**src/rtl/conv_pkg.sv**
```systemverilog
// rtl/conv_pkg.sv - shared state, mode and size definitions for the convolution path
package conv_pkg;

    localparam int A_LEN = 16;
    localparam int B_LEN = 9;

    localparam logic [1:0] MODE_STORE  = 2'b00;
    localparam logic [1:0] MODE_SINGLE = 2'b01;
    localparam logic [1:0] MODE_SA3    = 2'b10;
    localparam logic [1:0] MODE_SA2    = 2'b11;

    typedef enum logic [2:0] {
        IDLE,
        LOAD_A,
        LOAD_B,
        ISSUE,
        WAIT
    } state_t;

    // One-hot start vector ordered {sa2, sa3, single, store}.
    function automatic logic [3:0] mode_onehot(input logic [1:0] mode);
        logic [3:0] v;
        v = 4'b0000;
        case (mode)
            MODE_STORE:  v = 4'b0001;
            MODE_SINGLE: v = 4'b0010;
            MODE_SA3:    v = 4'b0100;
            MODE_SA2:    v = 4'b1000;
            default:     v = 4'b0000;
        endcase
        return v;
    endfunction

endpackage

```
**src/rtl/conv_operand_loader_if.sv**
```systemverilog
// rtl/conv_operand_loader_if.sv - operand byte stream handshake bundle
interface conv_operand_loader_if;

    logic       in_valid;
    logic [7:0] in_data;
    logic [1:0] in_mode;
    logic       in_ready;

    modport master (
        output in_valid,
        output in_data,
        output in_mode,
        input  in_ready
    );

    modport slave (
        input  in_valid,
        input  in_data,
        input  in_mode,
        output in_ready
    );

endinterface

```
**src/rtl/conv_operand_regs.sv**
```systemverilog
// rtl/conv_operand_regs.sv - 25 operand byte registers with indexed write into region A or B
module conv_operand_regs
    import conv_pkg::*;
(
    input  logic                    clk,
    input  logic                    rst,
    input  logic                    we,
    input  logic                    sel_b,
    input  logic [3:0]              idx,
    input  logic [7:0]              data,
    output logic [A_LEN-1:0][7:0]   a_flat,
    output logic [B_LEN-1:0][7:0]   b_flat
);

    always_ff @(posedge clk or posedge rst) begin
        if (rst) begin
            a_flat <= '0;
            b_flat <= '0;
        end else if (we) begin
            for (int i = 0; i < A_LEN; i++) begin
                if (!sel_b && idx == 4'(i)) a_flat[i] <= data;
            end
            for (int i = 0; i < B_LEN; i++) begin
                if (sel_b && idx == 4'(i)) b_flat[i] <= data;
            end
        end
    end

endmodule

```
**src/rtl/conv_operand_loader.sv**
```systemverilog
// rtl/conv_operand_loader.sv - assembles A/B operands from a byte stream and issues one mode start pulse per frame
module conv_operand_loader
    import conv_pkg::*;
(
    input  logic                        clk,
    input  logic                        rst,
    conv_operand_loader_if.slave        in_bus,
    input  logic                        computation_done,
    output logic [7:0]                  a11, a12, a13, a14,
    output logic [7:0]                  a21, a22, a23, a24,
    output logic [7:0]                  a31, a32, a33, a34,
    output logic [7:0]                  a41, a42, a43, a44,
    output logic [7:0]                  b11, b12, b13,
    output logic [7:0]                  b21, b22, b23,
    output logic [7:0]                  b31, b32, b33,
    output logic                        active_store,
    output logic                        active_single,
    output logic                        active_sa3,
    output logic                        active_sa2,
    output logic                        busy
);

    state_t                 state, state_n;
    logic [3:0]             cnt;
    logic [1:0]             mode_q;
    logic                   ready;
    logic                   take;
    logic [3:0]             start_vec;
    logic [A_LEN-1:0][7:0]  a_flat;
    logic [B_LEN-1:0][7:0]  b_flat;

    assign take = in_bus.in_valid & ready;
    assign in_bus.in_ready = ready;

    always_ff @(posedge clk or posedge rst) begin
        if (rst) state <= IDLE;
        else     state <= state_n;
    end

    always_comb begin
        state_n = state;
        case (state)
            IDLE:    if (take) state_n = LOAD_A;
            LOAD_A:  if (take && cnt == 4'(A_LEN - 1)) state_n = LOAD_B;
            LOAD_B:  if (take && cnt == 4'(B_LEN - 1)) state_n = ISSUE;
            ISSUE:   state_n = WAIT;
            WAIT:    if (computation_done) state_n = IDLE;
            default: state_n = IDLE;
        endcase
    end

    always_comb begin
        ready     = 1'b0;
        busy      = 1'b0;
        start_vec = 4'b0000;
        case (state)
            IDLE:    ready = 1'b1;
            LOAD_A,
            LOAD_B: begin
                ready = 1'b1;
                busy  = 1'b1;
            end
            ISSUE: begin
                busy      = 1'b1;
                start_vec = mode_onehot(mode_q);
            end
            WAIT:    busy = 1'b1;
            default: ready = 1'b0;
        endcase
    end

    assign {active_sa2, active_sa3, active_single, active_store} = start_vec;

    // Counter resets to zero on each terminal count so IDLE always writes index 0.
    always_ff @(posedge clk or posedge rst) begin
        if (rst) begin
            cnt    <= 4'd0;
            mode_q <= MODE_STORE;
        end else if (take) begin
            case (state)
                IDLE: begin
                    cnt    <= 4'd1;
                    mode_q <= in_bus.in_mode;
                end
                LOAD_A:  cnt <= (cnt == 4'(A_LEN - 1)) ? 4'd0 : cnt + 4'd1;
                LOAD_B:  cnt <= (cnt == 4'(B_LEN - 1)) ? 4'd0 : cnt + 4'd1;
                default: cnt <= cnt;
            endcase
        end
    end

    conv_operand_regs u_regs (
        .clk    (clk),
        .rst    (rst),
        .we     (take),
        .sel_b  (state == LOAD_B),
        .idx    ((state == IDLE) ? 4'd0 : cnt),
        .data   (in_bus.in_data),
        .a_flat (a_flat),
        .b_flat (b_flat)
    );

    assign a11 = a_flat[0];   assign a12 = a_flat[1];   assign a13 = a_flat[2];   assign a14 = a_flat[3];
    assign a21 = a_flat[4];   assign a22 = a_flat[5];   assign a23 = a_flat[6];   assign a24 = a_flat[7];
    assign a31 = a_flat[8];   assign a32 = a_flat[9];   assign a33 = a_flat[10];  assign a34 = a_flat[11];
    assign a41 = a_flat[12];  assign a42 = a_flat[13];  assign a43 = a_flat[14];  assign a44 = a_flat[15];
    assign b11 = b_flat[0];   assign b12 = b_flat[1];   assign b13 = b_flat[2];
    assign b21 = b_flat[3];   assign b22 = b_flat[4];   assign b23 = b_flat[5];
    assign b31 = b_flat[6];   assign b32 = b_flat[7];   assign b33 = b_flat[8];

endmodule

```
**src/flat_wrapper.sv**
```systemverilog
// flat-port wrapper written by rule: the top's interface ports become plain ports
module conv_operand_loader_flat import conv_pkg::*;
  (clk, rst, computation_done, a11, a12, a13, a14, a21, a22, a23, a24, a31, a32, a33, a34, a41, a42, a43, a44, b11, b12, b13, b21, b22, b23, b31, b32, b33, active_store, active_single, active_sa3, active_sa2, busy, in_bus_in_valid, in_bus_in_data, in_bus_in_mode, in_bus_in_ready);
  conv_operand_loader_if in_bus_i ();
  input  logic clk;
  input  logic rst;
  input  logic computation_done;
  output logic [7:0] a11;
  output logic [7:0] a12;
  output logic [7:0] a13;
  output logic [7:0] a14;
  output logic [7:0] a21;
  output logic [7:0] a22;
  output logic [7:0] a23;
  output logic [7:0] a24;
  output logic [7:0] a31;
  output logic [7:0] a32;
  output logic [7:0] a33;
  output logic [7:0] a34;
  output logic [7:0] a41;
  output logic [7:0] a42;
  output logic [7:0] a43;
  output logic [7:0] a44;
  output logic [7:0] b11;
  output logic [7:0] b12;
  output logic [7:0] b13;
  output logic [7:0] b21;
  output logic [7:0] b22;
  output logic [7:0] b23;
  output logic [7:0] b31;
  output logic [7:0] b32;
  output logic [7:0] b33;
  output logic active_store;
  output logic active_single;
  output logic active_sa3;
  output logic active_sa2;
  output logic busy;
  input wire logic [$bits(in_bus_i.in_valid)-1:0] in_bus_in_valid;
  input wire logic [$bits(in_bus_i.in_data)-1:0] in_bus_in_data;
  input wire logic [$bits(in_bus_i.in_mode)-1:0] in_bus_in_mode;
  output wire logic [$bits(in_bus_i.in_ready)-1:0] in_bus_in_ready;
  assign in_bus_i.in_valid = in_bus_in_valid;
  assign in_bus_i.in_data = in_bus_in_data;
  assign in_bus_i.in_mode = in_bus_in_mode;
  assign in_bus_in_ready = in_bus_i.in_ready;
  conv_operand_loader u_core (.clk(clk), .rst(rst), .in_bus(in_bus_i), .computation_done(computation_done), .a11(a11), .a12(a12), .a13(a13), .a14(a14), .a21(a21), .a22(a22), .a23(a23), .a24(a24), .a31(a31), .a32(a32), .a33(a33), .a34(a34), .a41(a41), .a42(a42), .a43(a43), .a44(a44), .b11(b11), .b12(b12), .b13(b13), .b21(b21), .b22(b22), .b23(b23), .b31(b31), .b32(b32), .b33(b33), .active_store(active_store), .active_single(active_single), .active_sa3(active_sa3), .active_sa2(active_sa2), .busy(busy));
endmodule
```
**config.mk**
```make
export PLATFORM = sky130hd
export DESIGN_NAME = conv_operand_loader_flat
export DESIGN_NICKNAME = d
export VERILOG_FILES = /design/src/rtl/conv_pkg.sv /design/src/rtl/conv_operand_loader_if.sv /design/src/rtl/conv_operand_regs.sv /design/src/rtl/conv_operand_loader.sv /design/src/flat_wrapper.sv
export SDC_FILE = /design/constraint.sdc
export NUM_CORES = 1
export LEC_CHECK = 0
export ABC_AREA = 1
export BUFFER_PORTS_ARGS = -buffer_cell sky130_fd_sc_hd__buf_2
export CORE_MARGIN = 1
export CORE_UTILIZATION = 48
export CTS_CLUSTER_SIZE = 30
export DETAILED_ROUTE_END_ITERATION = 10
export MAX_ROUTING_LAYER = met4
export PLACE_DENSITY = 0.81
export REMOVE_ABC_BUFFERS = 1
export SETUP_SLACK_MARGIN = 0.4
export SYNTH_ARGS = -nofsm -noshare
export SYNTH_HDL_FRONTEND = slang
export SYNTH_SLANG_ARGS = --single-unit
export TNS_END_PERCENT = 5
```
**constraint.sdc**
```tcl
create_clock -name clk -period 5.93 [get_ports clk]
set_input_delay 0.2965 -clock clk [delete_from_list [all_inputs] [get_ports clk]]
set_output_delay 0.2965 -clock clk [all_outputs]
set_load 0.05 [all_outputs]
```
# After elaboration in Yosys (flattened, before gate mapping)
# Index checks and enable logic that the tools add are counted.
totals:
  regBits: 209
  input_bits: 14
  out_inout_bits: 206
classes:
  n_addsub: 1
  n_eq_ne: 28
  n_mux: 13
  bitwise_logic: 1
  n_reduce_logical: 62
op_table:
  columns: ["cell", "n"]
  rows:
  - ["2-bit AND reduction", 27]
  - ["4-bit == test (second input constant)", 10]
  - ["1-bit logical AND", 27]
  - ["4-bit by 3-bit == test with 1-bit output (second input constant)", 4]
  - ["4-bit two-way mux", 4]
  - ["4-bit one-hot mux with 4 select lines", 1]
  - ["3-bit one-hot mux with 5 select lines", 1]
  - ["3-bit two-way mux", 4]
  - ["4-bit one-hot mux with 3 select lines", 1]
  - ["4-bit by 2-bit == test with 1-bit output (second input constant)", 2]
  - ["3-bit by 2-bit == test with 1-bit output (second input constant)", 2]
  - ["2-bit by 1-bit != test with 1-bit output (second input constant)", 3]
  - ["4-bit by 1-bit adder with 4-bit output (second input constant)", 1]
  - ["2-bit == test (second input constant)", 2]
  - ["4-bit by 1-bit == test with 1-bit output (second input constant)", 1]
  - ["4-bit logical NOT", 1]
  - ["4-bit AND reduction", 1]
  - ["4-bit OR reduction", 1]
  - ["3-bit by 1-bit == test with 1-bit output (second input constant)", 1]
  - ["3-bit == test (second input constant)", 1]
  - ["3-bit logical NOT", 1]
  - ["3-bit nonzero test", 1]
  - ["3-bit OR reduction", 1]
  - ["2-bit by 1-bit == test with 1-bit output (second input constant)", 1]
  - ["5 further kinds", 6]

# Depth between registers and ports, before layout
# Gate-level depths: netlist (run 1).
logic_depth:
  word_depth: 7
  mapped_depth: 9
  mapped_depth_nobuf: 9

# Hierarchy
# Synthesis (run 1) repeated with hierarchy kept, for this count alone.
unflattened:
  cells_unflattened: 1006
  hier_area_um2: 8624.5
modules_own_cells:
  columns: ["module", "instances", "cells_per_inst", "area_each_um2"]
  rows:
  - ["conv_operand_regs", 1, 922, 8031.5]
  - ["conv_operand_loader", 1, 84, 593.1]

# Worst setup path before layout (run 1)
# OpenSTA, ideal clock, no wires.
synth_timing:
  kind: "register to register"
  from: "register u_core.state[0]"
  to: "register u_core.u_regs.a_flat[120] in the netlist's numbering"
  setup_ns: 0.119
  t_arrival_ns: 1.949
  t_required_ns: 5.811
  setup_slack_ns: 3.862
  path_stages_with_launch: 8
  period_less_slack_ns: 2.068
  cell_sequence: "dfrtp_1 -> a21oi_2 -> nand3_2 -> buf_2 -> nor2_4 -> nand2_1 -> nand2_1 -> nand2_1"
synth_via:
  elab_chain_len: 5
synth_lines:
  columns: ["item", "line", "text"]
  rows:
  - ["from (decl)", "conv_operand_loader.sv:23", "state_t state, state_n;"]
  - ["from (signal assigned)", "conv_operand_loader.sv:37", "else state <= state_n;"]
  - ["3-bit by 2-bit == test with 1-bit output (tied with other cells)", "conv_operand_loader.sv:56", "case (state)"]
  - ["3-bit OR reduction (no line) (*)", null, null]
  - ["1-bit two-way mux (*)", "conv_operand_loader.sv:56", null]
  - ["net in_bus_in_ready", "flat_wrapper.sv:41", "output wire logic [$bits(in_bus_i.in_ready)-1:0] in_bus_in_ready;"]
  - ["1-bit AND (*)", "conv_operand_loader.sv:32", "assign take = in_bus.in_valid & ready;"]
  - ["2-bit AND reduction (no line) (*)", null, null]
  - ["to (signal, indexed assignment)", "conv_operand_regs.sv:21", "if (!sel_b && idx == 4'(i)) a_flat[i] <= data;"]
  - ["to (decl)", "conv_operand_regs.sv:11", "output logic [A_LEN-1:0][7:0] a_flat,"]
# Mark *: on every way through the listed nets, which the timed path passes. The rest lies on a longest branch.
# A chain may end at the register's enable or synchronous reset.

# Final worst setup path (run 1)
layout_timing:
  from: "register u_core.state[1]"
  to: "register u_core.u_regs.a_flat[34] in the netlist's numbering"
layout_via:
  elab_chain_len: 5
layout_lines:
  columns: ["item", "line"]
  rows:
  - ["3-bit by 2-bit == test with 1-bit output (tied with other cells)", "conv_operand_loader.sv:56, conv_operand_loader.sv:96"]
  - ["3-bit OR reduction (no line) / 4-bit two-way mux (equally long branches)", null]
  - ["1-bit two-way mux / 4-bit by 3-bit == test with 1-bit output (equally long branches)", "conv_operand_loader.sv:56, conv_operand_regs.sv:21"]
  - ["1-bit AND / 1-bit logical AND (equally long branches)", "conv_operand_loader.sv:32, conv_operand_regs.sv:21"]
  - ["2-bit AND reduction (no line) (*)", null]
# Mark *: on every way between the ends. The rest lies on a longest branch, timed or not.

==> flow_metrics.tcl, run 1 <==
set metrics [dict create \
    r2r_setup_slack_ps 3360 \
    hold_class "input port to flop" \
    skew_ps 5.07 \
    setup_viol 0 \
    clkTransAtPathRegs_ps 60 \
    ff2ff_path_depth 6 \
    power_mw 6.23 \
    ys_seq_area_share_pct 60.3 \
    die-area_um2 18600 \
    max_freq_mhz 389 \
    start_util_pct 49.6 \
    startpoint "u_core.state[1]" \
    grt_max_degree 94 \
    slew_headroom_pct 29.7 \
    layout.nets 1208 \
    syn_to_final_growth_pct 21.6 \
    critPathMaxStageDelay_ps 840 \
    reg2reg_from "u_core.state[1]" \
    cts.sinks 209 \
    hp-start "computation_done" \
    first_iter_violations 595 \
    crit_buf_inv 0 \
    cap_violations 0 \
    core_area_um2 17500 \
    io_pins 220 \
    crit_family "simple AND/OR/NAND/NOR gates" \
    antenna_found_initial 0 \
    syn_area_um2 8680 \
    ys_types 21 \
    ys_ff_latch 209 \
    drc 0 \
    cp.arrival_ps 2950 \
    cts_buffers 22 \
    postSynthCellCount 1005 \
    holdWs_ps 26.4 \
    fin_crit_sh_pct 43.4 \
    cts_tree "done" \
    yosysWarnings 0 \
    cts_hold_buf 1 \
    fin_cells 1433 \
    p_per_area_nw_per_um2 590 \
    vias 7636 \
    holdPathStages 2 \
    synth_xor_area_share_pct 0 \
    synthAdderAreaFrac_pct 0.288 \
    dieHeight_um 136 \
    final_antenna_net_count 0 \
    cp_slowest_cell "nor2_2" \
    hold_violations 0 \
    post_cts_buffers 0 \
    firstDrtPassIters 5 \
    dp_hpwl_mm 14.9 \
    grt_util_all_layers_pct 26.5 \
    cp-start-kind "flop" \
    yosys.area.top_type "dfrtp_1" \
    yosys.area_share.simple_pct 33.2 \
    nFillCells 1491 \
    final_area_um2 10500 \
    rsz0062_at_grt "false" \
    drt-total-wl_mm 24.3 \
    die_w_um 136 \
    synth-compound-area-share_pct 1.76 \
    place_congestion 0.878 \
    placementRows 48 \
    cts_buffer_depth 3 \
    synth.area.top_cells "dfrtp_1 (60%), nand2_1 (19%), nand3_1 (12%)" \
    tightestPinTransition_ps 1050 \
    crit_top_cell "nand2_1" \
    avgViaCountPerCell 5.33 \
    muxShareOfSynthArea_pct 0 \
    dp_cells 1392 \
    min_to "u_core.state[2]" \
    worstPathRequired_ps 6310 \
    postCtsResizedCells 0 \
    end_kind "flop" \
    overflow 0 \
    synth_top_area_share_pct 60.3 \
    drive_gt1_share_pct 23.8 \
    syn_avg_cell_area_um2 8.63 \
    ir_drop_mv 0.396 \
    root_buffer "clkbuf_16" \
    area.sequential_um2 5230 \
    portBuffers 219 \
    crit_type "flop to flop" \
    ctsHtreeMaxLevel 1 \
    cp_cell_sequence "a21oi_2 > nand2_1 > nor2_2 > nand3_1 > nand2_1 > nand2_1" \
    synth_top_family_by_area "simple AND/OR/NAND/NOR gates" \
    place_area_um2 9840 \
    critPathMaxFanout 27 \
    slew_violations 0 \
    clock_latency_ps 500 \
    fin_crit_ps 2570 \
    grt_pass1_vias 6831 \
    p_leak_nw 6.25 \
    multi_input_area_um2 3080 \
    status "complete, no violations" \
    wl_per_cell_um 17.0 \
    timing.rr.end "u_core.u_regs.a_flat[34]" \
    n_antenna_cell 0 \
    grt_pass1_wl_mm 37.1 \
]
## cells in the mapped netlist, drive strengths merged
| cell | number |
|---|---|
| nand2 | 440 |
| dfrtp | 209 |
| nand3 | 205 |
| buf | 35 |
| clkbuf | 29 |
| nor2 | 28 |
| o21ai | 26 |
| inv | 24 |
| nor3 | 4 |
| a21oi | 3 |
| ha | 2 |
## final cells by class
class	count	share of cell area [%]
sequential	209	49.6
multi-input combinational	708	29.2
timing repair buffer	227	11.0
clock buffer	32	6.25
tap	225	2.67
inverter	24	0.925
clock inverter	8	0.380
## cells by family after synthesis
family                   after synthesis
adder cells (fa/ha/maj)                2
flip-flops                           209
AND/OR/NAND/NOR                      677
buffers and inverters                 88
AO/OA/AOI/OAI                         29
## power by group
| part | internal, mW | switching (mW) |
|---|---|---|
| clock network | 0.770 | 0.554 |
| logic | 0.527 | 2.27 |
| registers | 1.84 | 0.266 |
## placed cells by master, fill, tap and decap left out, drive strengths merged
master,instances
inv,24
nand2,440
clkinv,8
a21oi,3
nor3,4
buf,226
ha,2
nor2,28
clkbuf,32
nand3,205
dfrtp,209
dlygate4sd3,1
o21ai,26
## per-layer routing
metal / share of wire [%] / wire [µm] / global-route usage [%] / up-vias
li1: - / - / - / 3586
met1: 44 / 10600 / 37.0 / 3677
met2: 46 / 11300 / 40.4 / 333
met3: 8.2 / 1990 / 4.36 / 40
met4: 1.7 / 416 / 6.23 / 0
met5: 0 / 0 / - / -
## sequential cells by signal, summed over array words and instances, names as in the netlist
register              flops
u_core.u_regs.b_flat     72
u_core.cnt                4
u_core.u_regs.a_flat    128
u_core.state              3
u_core.mode_q             2
## metrics by stage
| stage | worst slack, ps | TNS (ps) | utilization, % |
|---|---|---|---|
| detailed placement | 3380 | 0 | 56.3 |
| floorplan | -75.7 | -15820 | - |
| global route | 3150 | 0 | 60.4 |
| CTS | 3370 | 0 | 60.4 |
| finish | 3360 | 0 | 60.4 |
| global placement | 3500 | 0 | 56.3 |
## worst max-delay path by stage
| stage | cells past startpoint | to |
|---|---|---|
| after global placement | 6 | u_core.u_regs.a_flat[12] |
| final | 6 | u_core.u_regs.a_flat[34] |
| after global routing | 6 | u_core.u_regs.a_flat[96] |
| after detailed placement | 6 | u_core.u_regs.a_flat[34] |
| after CTS | 6 | u_core.u_regs.a_flat[34] |
| after floorplan | 1 | u_core.cnt[0] |
No activity file was read; power rests on OpenSTA's default activity.
==> inputs of run 2 (changes only) <==
- CORE_UTILIZATION: 48 -> 53
- PLACE_DENSITY: 0.81 -> 0.85
- clock period: 5.93 -> 2.65 ns (I/O delays scaled with it)
==> flow_metrics.tcl, run 2 (synthesis results as in run 1) <==
set metrics [dict create \
    die_w_um 130 \
    dp_hpwl_mm 15.5 \
    avgViaCountPerCell 5.42 \
    clock_latency_ps 500 \
    cts_buffers 22 \
    first_iter_violations 632 \
    worstPathRequired_ps 3040 \
    layout_common_cells "nand2_1 (438), buf_2 (219), dfrtp_1 (209)" \
    drt-total-wl_mm 24.5 \
    top_regs "u_core.u_regs.a_flat (128), u_core.u_regs.b_flat (72), u_core.cnt (4)" \
    nFillCells 1264 \
    syn_to_final_growth_pct 23.8 \
    p_per_area_nw_per_um2 1320 \
    antenna_found_initial 0 \
    timing.rr.end "u_core.u_regs.a_flat[90]" \
    rsz0062_at_grt "true" \
    ff2ff_path_depth 6 \
    reg2reg_from "u_core.state[1]" \
    wl_per_cell_um 17.0 \
    fin_setup_tns_ps 0 \
    largest_register_ffs 128 \
    p_leak_nw 6.35 \
    io_pins 220 \
    cts_buffer_depth 3 \
    skew_ps 9.62 \
    final_core_util_pct 67.3 \
    max_freq_mhz 448 \
    n_antenna_cell 0 \
    holdPathStages 5 \
    ir_drop_mv 0.702 \
    critPathMaxFanout 17 \
    vias 7809 \
    root_buffer "clkbuf_16" \
    drc 0 \
    grt_max_degree 98 \
    hp-start "in_bus_in_valid" \
    firstDrtPassIters 6 \
    cap_violations 0 \
    r2r_setup_slack_ps 420 \
    cts.sinks 209 \
    fin_crit_ps 2230 \
    overflow 0 \
    placementRows 46 \
    grt_util_all_layers_pct 29.8 \
    slew_headroom_pct 45.8 \
    hold_class "input port to flop" \
    layout.nets 1225 \
    crit_type "flop to flop" \
    dp_cells 1396 \
    cp-start-kind "flop" \
    tightestPinTransition_ps 813 \
    final_antenna_net_count 0 \
    layout_commonest_cell "nand2_1" \
    fin_crit_sh_pct 84.2 \
    postCtsResizedCells 0 \
    drive_gt1_share_pct 24.2 \
    cp.arrival_ps 2620 \
    clkTransAtPathRegs_ps 60 \
    place_congestion 0.849 \
    post_cts_buffers 0 \
    largest-register "u_core.u_regs.a_flat" \
    fin_cells 1441 \
    portBuffers 219 \
    die-area_um2 16900 \
    min_to "u_core.cnt[1]" \
    core_area_um2 15900 \
    slew_violations 0 \
    dieHeight_um 130 \
    grt_pass1_wl_mm 37.5 \
    end_kind "flop" \
    setup_viol 0 \
    cts_tree "done" \
    grt_pass1_vias 7051 \
    startpoint "u_core.state[1]" \
    status "complete, no violations" \
    start_util_pct 54.4 \
    ctsHtreeMaxLevel 1 \
    hold_violations 0 \
]
==> run 2: changes by cell type in the layout (fill, tap and decap cells not counted), sizes merged <==
cell	before	now
nor2	28	29
bufinv	0	2
clkbuf	32	35
buf	226	239
dlygate4sd3	1	4
clkinv	8	2
inv	24	25
==> run 2: worst max-delay path by stage <==
stage	endpoint	slack, ps
3_3_place_gp	u_core.u_regs.a_flat[44]	600
5_1_grt	u_core.u_regs.a_flat[92]	290
4_1_cts	u_core.u_regs.a_flat[105]	470
3_5_place_dp	u_core.u_regs.a_flat[43]	480
2_1_floorplan	u_core.cnt[0]	-3190
6_report	u_core.u_regs.a_flat[90]	420
==> run 2: repair_timing <==
| item | 4_1_cts | 5_1_grt |
|---|---|---|
| endpoints found under the setup margin | 0 | 69 |
| hold endpoints to repair | 95 | 0 |
| hold buffers | 4 | 0 |
==> run 2: critical path, stage by stage (launching register included) <==
cell and delay [ps]:
dfrtp_1 460, a21oi_2 260, nand3_2 360, nor2_4 510, nand2_1 320, nand2_1 130
nand2_1 60
==> run 2: through the flow <==
stage	total power [mW]	worst slack (ps)	hold WS (ps)	instance area [µm²]
6_report	14.2	419	88.7	10700
5_1_grt	14.9	286	89.7	10700
4_1_cts	14.2	473	74.2	10700
3_5_place_dp	11.1	483	288	9950
3_3_place_gp	10.9	600	287	9950
2_1_floorplan	9.33	-3190	241	8380
==> run 2: final cells by class <==
class | count | area (µm²) | share of cell area [%]
clock buffer | 35 | 661 | 6.15
clock inverter | 5 | 78.8 | 0.734
inverter | 24 | 97.6 | 0.909
multi-input combinational | 709 | 3090 | 28.8
sequential | 209 | 5230 | 48.7
tap | 216 | 270 | 2.52
timing repair buffer | 243 | 1310 | 12.2
==> run 2: per-layer routing <==
metal,share of wire (%),wire length [µm],global-route usage (%)
met5,0,0,-
met4,2.8,694,9.71
met3,8.7,2130,5.66
met1,42,10300,40.6
met2,46,11300,45.3
==> run 2: where the power goes <==
group          internal (mW)  total, mW  switching [mW]
combinational           1.25       6.37            5.13
sequential              4.11       4.72           0.611
clock                   1.90       3.12            1.21
==> inputs of run 3 (changes only) <==
- clock period: 2.65 -> 2.1 ns (I/O delays scaled with it)
==> flow_metrics.tcl, run 3 (synthesis results as in run 1) <==
set metrics [dict create \
    status "complete, no violations" \
    hold_violations 0 \
    grt_use_met1_pct 41.7 \
    start_util_pct 54.4 \
    die_w_um 130 \
    grt_util_all_layers_pct 30.8 \
    skew_ps 11.6 \
    firstDrtPassIters 5 \
    area.sequential_um2 5230 \
    layout_commonest_cell "nand2_1" \
    crit_family "simple AND/OR/NAND/NOR gates" \
    grt_max_degree 75 \
    hold_class "input port to flop" \
    dp_slack_ps 111 \
    p_leak_nw 6.57 \
    final_antenna_net_count 0 \
    root_buffer "clkbuf_16" \
    core_area_um2 15900 \
    cts_buffers 22 \
    cp-start-kind "flop" \
    io_pins 220 \
    clkTransAtPathRegs_ps 60 \
    grt_pass1_vias 7355 \
    nFillCells 1188 \
    slew_headroom_pct 47.6 \
    antenna_found_initial 0 \
    met3_usage_pct 5.90 \
    max_freq_mhz 576 \
    syn_to_final_growth_pct 30.2 \
    end_kind "flop" \
    drt-total-wl_mm 25.3 \
    cp_slowest_cell "dfrtp_2" \
    place_congestion 0.873 \
    final_core_util_pct 70.9 \
    first_iter_violations 752 \
    fin_crit_ps 1740 \
    vias 8042 \
    die-area_um2 16900 \
    tightestPinTransition_ps 786 \
    overflow 0 \
    cts_tree "done" \
    layout_common_cells "nand2_1 (418), buf_2 (214), dfrtp_1 (206)" \
    largest-register "u_core.u_regs.a_flat" \
    wl_per_cell_um 17.3 \
    fin_ws_ps 365 \
    p_per_area_nw_per_um2 1660 \
    cts.sinks 209 \
    top_regs "u_core.u_regs.a_flat (128), u_core.u_regs.b_flat (72), u_core.cnt (4)" \
    grtUsageMet2_pct 47.6 \
    critPathMaxStageDelay_ps 470 \
    grt_pass1_wl_mm 39.0 \
    cp_cell_sequence "nor2_4 > nand2_4 > nand3_4 > nor2_4 > buf_12 > buf_4 > buf_4 > nand3_1 > nand2_1" \
    ir_drop_mv 0.922 \
    critPathMaxFanout 11 \
    worstPathRequired_ps 2480 \
    cap_violations 0 \
    avgViaCountPerCell 5.50 \
    placementRows 46 \
    clock_latency_ps 500 \
    crit_buf_inv 3 \
    grt_busiest_layer "met2" \
    crit_type "flop to flop" \
    n_antenna_cell 0 \
    layout.nets 1251 \
    cts_buffer_depth 3 \
    setup_viol 0 \
    dp_hpwl_mm 15.1 \
    drc 0 \
    drive_gt1_share_pct 28.8 \
    ctsHtreeMaxLevel 1 \
    multi_input_area_um2 3270 \
    largest_register_ffs 128 \
    fin_crit_sh_pct 82.6 \
    holdWs_ps 130 \
    slew_violations 0 \
    rsz0062_at_grt "true" \
    cp.arrival_ps 2120 \
    portBuffers 219 \
    dieHeight_um 130 \
]
## run 3: cell count changes in the layout (fill, tap and decap cells not counted), moves of 5 or more
cell / previous run / this run
nand2_1: 438 / 418
nand2_2: 2 / 19
buf_4: 18 / 33
nand3_1: 202 / 193
buf_6: 0 / 8
buf_12: 2 / 9
nand3_2: 3 / 10
nor2_2: 8 / 2
nor2_4: 7 / 13
buf_2: 219 / 214
## run 3: worst paths after layout
check                      slack [ps]                        end                startpoint  cells past startpoint
min in group asynchronous         210   u_core.u_regs.a_flat[16]                       rst                      3
hold / removal                    130              u_core.cnt[3]           in_bus_in_valid                      4
hold reg to reg                   460   u_core.u_regs.a_flat[33]  u_core.u_regs.a_flat[33]                      2
max in group asynchronous        1080   u_core.u_regs.a_flat[73]                       rst                      4
setup reg to reg                  360  u_core.u_regs.a_flat[127]           u_core.state[2]                      9
setup / recovery                  360  u_core.u_regs.a_flat[127]           u_core.state[2]                      9
## run 3: where the power goes
part           total (mW)  internal (mW)  leakage (nW)  switching, mW
clock                4.03           2.47         0.365           1.56
sequential           6.01           5.19          2.81          0.822
combinational        8.67           1.97          3.40           6.70
## run 3: metrics by stage
| step | total power [mW] | area (µm²) | setup TNS (ps) | std cells |
|---|---|---|---|---|
| 3_3_place_gp | 13.9 | 10100 | 0 | 1403 |
| 6_report | 18.7 | 11300 | 0 | 1463 |
| 4_1_cts | 18.4 | 11100 | 0 | 1453 |
| 5_1_grt | 19.6 | 11300 | 0 | 1463 |
| 2_1_floorplan | 11.8 | 8380 | -946640 | 941 |
| 3_5_place_dp | 14.0 | 10100 | 0 | 1403 |
## run 3: repair_timing
action                                  CTS  global route
hold buffers                              4             0
endpoints found under the setup margin  205           205
pin swaps                                 5             8
gates resized for setup                  32            34
endpoints found under the hold margin    73             0
cloned                                    1             0
setup buffers                             9            10
## run 3: area by class of cell
cell class / count / share of cell area, %
clock buffers: 30 / 5.59
repair buffers: 270 / 14.8
well taps: 216 / 2.39
clock inverters: 6 / 0.997
multi-input cells: 708 / 29.0
flip-flops and latches: 209 / 46.3
inverters: 24 / 0.864
## run 3: metal layers
metal  wire (µm)  part of all wire, %
met2       11800                   47
met3        2460                  9.7
met1       10400                   41
met5           0                    0
met4         603                  2.4
## run 3: worst min-delay path, delay by kind of cell
kind | cells | cell delay (ps)
buf+inv | 1 | 140
simple gates | 3 | 340
